## src/rtl/vending_credit_fsm.sv

```systemverilog
// Coin-credit vending controller: accumulates coin credit against a programmable price,
// vends at most one item per sale, pays exact change, and refunds on cancel or idle timeout.
module vending_credit_fsm #(
  parameter int unsigned COIN_A   = 5,
  parameter int unsigned COIN_B   = 10,
  parameter int unsigned PRICE    = 15,
  parameter int unsigned CREDIT_W = 6,
  parameter int unsigned TIMEOUT  = 8,
  parameter int unsigned CNT_W    = 8
) (
  input  logic                u_clk,
  input  logic                rst,
  input  logic [1:0]          coin_i,
  input  logic                cancel_i,
  output logic                vend_o,
  output logic                change_vld_o,
  output logic [CREDIT_W-1:0] change_amt_o,
  output logic [CREDIT_W-1:0] credit_o,
  output logic                reject_o,
  output logic                busy_o,
  output logic [CNT_W-1:0]    sales_cnt_o
);

  localparam int unsigned SumW  = CREDIT_W + 1;
  localparam int unsigned IdleW = (TIMEOUT > 1) ? $clog2(TIMEOUT) : 1;

  typedef enum logic [1:0] {StIdle, StCollect, StDispense, StRefund} state_e;

  state_e              state_q, state_d;
  logic [IdleW-1:0]    idle_q, idle_d;
  logic [CREDIT_W-1:0] credit_q, credit_d;
  logic [CREDIT_W-1:0] amt_q, amt_d;
  logic [CNT_W-1:0]    sales_q, sales_d;
  logic                vend_q, vend_d;
  logic                cvld_q, cvld_d;
  logic                reject_q, reject_d;
  logic                busy_q, busy_d;

  logic                coin_valid;
  logic [SumW-1:0]     coin_val;
  logic [SumW-1:0]     sum;

  // Decode the coin code into a value; code 11 is worth nothing and is rejected below.
  always_comb begin
    coin_valid = 1'b0;
    coin_val   = '0;
    case (coin_i)
      2'b01: begin
        coin_valid = 1'b1;
        coin_val   = SumW'(COIN_A);
      end
      2'b10: begin
        coin_valid = 1'b1;
        coin_val   = SumW'(COIN_B);
      end
      default: ;
    endcase
  end

  // One extra bit so credit plus the largest coin never overflows.
  assign sum = {1'b0, credit_q} + coin_val;

  // Next-state and registered-output logic.
  always_comb begin
    state_d  = state_q;
    idle_d   = idle_q;
    credit_d = credit_q;
    amt_d    = amt_q;
    sales_d  = sales_q;
    reject_d = (coin_i == 2'b11);

    unique case (state_q)
      StIdle: begin
        idle_d = '0;
        // cancel is meaningless with no credit, so it is ignored here
        if (coin_valid) begin
          if (sum >= SumW'(PRICE)) begin
            state_d  = StDispense;
            amt_d    = CREDIT_W'(sum - SumW'(PRICE));
            credit_d = '0;
            sales_d  = sales_q + CNT_W'(1);
          end else begin
            state_d  = StCollect;
            credit_d = CREDIT_W'(sum);
          end
        end
      end
      StCollect: begin
        if (cancel_i) begin
          // a coin arriving with cancel is accepted and then refunded with the rest
          state_d  = StRefund;
          amt_d    = CREDIT_W'(sum);
          credit_d = '0;
          idle_d   = '0;
        end else if (sum >= SumW'(PRICE)) begin
          state_d  = StDispense;
          amt_d    = CREDIT_W'(sum - SumW'(PRICE));
          credit_d = '0;
          idle_d   = '0;
          sales_d  = sales_q + CNT_W'(1);
        end else if (coin_valid) begin
          credit_d = CREDIT_W'(sum);
          idle_d   = '0;
        end else if (idle_q == IdleW'(TIMEOUT - 1)) begin
          state_d  = StRefund;
          amt_d    = credit_q;
          credit_d = '0;
          idle_d   = '0;
        end else begin
          // invalid coins count as idle so they cannot hold off the timeout
          idle_d = idle_q + IdleW'(1);
        end
      end
      StDispense, StRefund: begin
        reject_d = (coin_i != 2'b00);
        credit_d = '0;
        idle_d   = '0;
        state_d  = StIdle;
      end
      default: state_d = StIdle;
    endcase

    vend_d = (state_d == StDispense);
    cvld_d = (state_d == StDispense) || (state_d == StRefund);
    busy_d = cvld_d;
  end

  // State and output registers, synchronous reset.
  always_ff @(posedge u_clk) begin
    if (rst) begin
      state_q  <= StIdle;
      idle_q   <= '0;
      credit_q <= '0;
      amt_q    <= '0;
      sales_q  <= '0;
      vend_q   <= 1'b0;
      cvld_q   <= 1'b0;
      reject_q <= 1'b0;
      busy_q   <= 1'b0;
    end else begin
      state_q  <= state_d;
      idle_q   <= idle_d;
      credit_q <= credit_d;
      amt_q    <= amt_d;
      sales_q  <= sales_d;
      vend_q   <= vend_d;
      cvld_q   <= cvld_d;
      reject_q <= reject_d;
      busy_q   <= busy_d;
    end
  end

  assign vend_o       = vend_q;
  assign change_vld_o = cvld_q;
  assign change_amt_o = amt_q;
  assign credit_o     = credit_q;
  assign reject_o     = reject_q;
  assign busy_o       = busy_q;
  assign sales_cnt_o  = sales_q;

endmodule

```

## config.mk

```make
export PLATFORM = sky130hd
export DESIGN_NAME = vending_credit_fsm
export DESIGN_NICKNAME = d
export VERILOG_FILES = /design/src/rtl/vending_credit_fsm.sv
export SDC_FILE = /design/constraint.sdc
export NUM_CORES = 1
export LEC_CHECK = 0
export CORE_ASPECT_RATIO = 1.5
export CORE_UTILIZATION = 45
export CTS_BUF_LIST = sky130_fd_sc_hd__clkbuf_4 sky130_fd_sc_hd__clkbuf_8 sky130_fd_sc_hd__clkbuf_16
export DETAILED_ROUTE_END_ITERATION = 16
export DONT_BUFFER_PORTS = 1
export GPL_TIMING_DRIVEN = 0
export PLACE_DENSITY = 0.69
export REMOVE_ABC_BUFFERS = 1
export SETUP_SLACK_MARGIN = 0.02
export SYNTH_ARGS = -nofsm -noshare
export SYNTH_HDL_FRONTEND = slang
export SYNTH_SLANG_ARGS = --single-unit
```

## constraint.sdc

```tcl
create_clock -name u_clk -period 5.1 [get_ports u_clk]
set_input_delay 1.53 -clock u_clk [delete_from_list [all_inputs] [get_ports u_clk]]
set_output_delay 1.53 -clock u_clk [all_outputs]
set_load 0.005 [all_outputs]
```

==> results_dict.tcl <==
set metrics [dict create \
    synth_area_leader_cell "dfxtp_1" \
    finalCritPeriodShare_pct 85.3 \
    drt-met1-wl_mm 1.61 \
    holdBufCountCts 0 \
    cts_tree "done" \
    htreeDepth 1 \
    whs_ps 430 \
    dp_hpwl_mm 2.95 \
    report.final.slew_viol_count 0 \
    finalSetupViolations 0 \
    drive_gt1_share_pct 8.57 \
    vias_per_cell 5.87 \
    clkTransAtPathRegs_ps 90 \
    hold_class "reg -> reg" \
    clk_latency_ps 280 \
    syn_area_mm2 0.00185 \
    cts_max_path_buffers 2 \
    syn_avg_cell_area_um2 8.62 \
    worstPathArrival_ps 4520 \
    yosys-top-cells-area "dfxtp_1, ha_1, nor2_1, xnor2_1, a21oi_1" \
    cp-startpoint "coin_i[0]" \
    cts_resized 0 \
    crit_required_ps 5270 \
    setup_tns_ps 0 \
    cap_violations 0 \
    placementRows 28 \
    ant_nets 0 \
    outcome "completed" \
    finalHoldViolCount 0 \
    dr_wl_met2_mm 1.98 \
    drt_wl_total_mm 3.77 \
    start_util_pct 46.8 \
    layout_min_cycle_time_ps 4350 \
    wire_per_inst_um 14.8 \
    ys_ff_latch 28 \
    crit_path_start_kind "input port" \
    skew_ps 3.39 \
    worstSetupEndpointType "flip-flop" \
    gp_congestion 0.887 \
    diodes 0 \
    async_flop_share_pct 0 \
    rsz0062_at_grt "no" \
    vdd_ir_drop_max_mv 0.195 \
    drcViolationCount 0 \
    p_per_area_mw_per_mm2 273 \
    seq_area_frac_synth_pct 30.2 \
    yosys.area.top_type_share_pct 30.2 \
    yosysWarningCount 0 \
    cts-root-buf "clkbuf_8" \
    synth_edf_count 0 \
    worst_pin_slew_ps 537 \
    cts_buffers 3 \
    crit_type "in -> reg" \
    r2r-start "credit_o[1]" \
    vias 1496 \
    synth_cell_types 55 \
    nets 228 \
    postLayoutCellArea_mm2 0.00192 \
    drtIter0Drc 31 \
    dieHeight_um 80.6 \
    cts_setup_buffers 0 \
    synthCells 215 \
    core_area_mm2 0.00396 \
    slew_headroom_pct 63.8 \
    grt_max_degree 22 \
    antenna_found_initial 0 \
    port_buffers 0 \
    first_pass_iters 4 \
    hp-start "idle_q[0]" \
    wl_met3_um 128 \
    yosys-top-cells-count "dfxtp_1, nor2_1, inv_1, nand2_1, ha_1" \
    grt_usage_pct 18.9 \
    dieWidth_um 54.4 \
    synth_top_flop_cell "dfxtp_1" \
    clock.fmax_ghz 0.230 \
    dpl-instance-area_mm2 0.00185 \
    top_layer "met4" \
    clock-sinks 28 \
    area_delta_synth_final_pct 3.58 \
    grt_pass1_wl_mm 6.20 \
    io_pins 29 \
    power_leakage_nw 0.823 \
    synth_most_common_cell "dfxtp_1" \
    overflow 0 \
    crit_fanout 10 \
    first_global_vias 1405 \
    dieArea_mm2 0.00439 \
]
final timing paths:
| check | endpoint | slack [ps] | cells past startpoint |
|---|---|---|---|
| setup / recovery | sales_cnt_o[5] | 750 | 12 |
| hold / removal | idle_q[0] | 430 | 1 |
| setup reg to reg | sales_cnt_o[5] | 1950 | 10 |
| hold reg to reg | idle_q[0] | 430 | 1 |
cells in the final DEF, fill, tap and decap left out, types with 2 or more instances in the layout:
master | synthesis | routed
a31oi_1 | 3 | 3
a21oi_1 | 10 | 10
mux2i_1 | 4 | 4
nand2_1 | 13 | 13
nor2_1 | 21 | 21
a21oi_2 | 2 | 2
nor3_1 | 6 | 6
o41ai_1 | 2 | 2
nand4_1 | 5 | 5
dfxtp_1 | 28 | 28
and3_1 | 6 | 6
xor2_1 | 2 | 2
a311oi_1 | 2 | 2
a22o_1 | 5 | 5
mux2_1 | 4 | 4
a21boi_0 | 2 | 2
ha_1 | 12 | 12
o21ai_0 | 5 | 5
o311ai_0 | 2 | 2
and2_1 | 4 | 4
nand3b_1 | 4 | 4
a21o_1 | 5 | 5
a211oi_1 | 2 | 2
xnor2_1 | 6 | 6
nand2b_1 | 3 | 3
nor2b_1 | 6 | 6
nand3_1 | 6 | 6
clkbuf_8 | 0 | 3
nor3b_1 | 2 | 2
inv_1 | 13 | 13
stage by stage:
step                      util [%]  power, mW  std cells  worst slack [ps]
final                         48.5      0.525        255               749
after global routing          48.5      0.553        255               565
after CTS                     48.5      0.528        255               746
after detailed placement      46.7      0.354        251               445
after global placement        46.7      0.353        251               485
after floorplan                  -      0.331        206               795
kinds of logic (layout without fill, tap and decap cells):
| logic type | after synthesis | in the layout | synth area share (%) |
|---|---|---|---|
| DFF | 28 | 28 | 30.2 |
| muxes | 9 | 9 | 5.40 |
| buffers and inverters | 22 | 17 | 5.94 |
| AOI/OAI and AO/OA | 54 | 54 | 22.1 |
| and+or+nand+nor | 80 | 80 | 22.7 |
| adders and majority gates | 12 | 12 | 8.10 |
| xor gates and xnor gates | 10 | 10 | 5.53 |
cell type report:
class | instances | area [µm²]
fillers | 407 | 2040
multi-input cells | 165 | 1180
flip-flops and latches | 28 | 561
well taps | 45 | 56.3
inverters | 13 | 48.8
clock buffers | 3 | 41.3
clock inverters | 1 | 30.0
power breakdown:
group	switching, mW	internal, mW	leakage (nW)
clock	0.0703	0.105	0.0357
combinational	0.0622	0.0423	0.560
sequential	0.0145	0.230	0.227
total	0.147	0.378	0.823
state kept, by name, summed over array words and instances (netlist names):
name,count
sales_cnt_o,8
change_amt_o,6
credit_o,6
idle_q,3
state_q,2
busy_o,1
reject_o,1
vend_o,1
per-layer routing:
| layer | GRT usage [%] | vias up |
|---|---|---|
| li1 | - | 767 |
| met1 | 20.4 | 698 |
| met2 | 35.4 | 26 |
| met3 | 1.89 | 5 |
| met4 | 6.92 | 0 |
| met5 | 0 | - |
worst max-delay path, cell delays in order:
cell      delay, ps
inv_1            90
ha_1            380
xor2_1          180
ha_1            200
a21oi_1          80
a31oi_1         240
a21oi_2          60
nor3_2          340
mux2_4          400
a211oi_4        450
and3_2          280
mux2_1          310
Power figures use the tool's default switching activity.
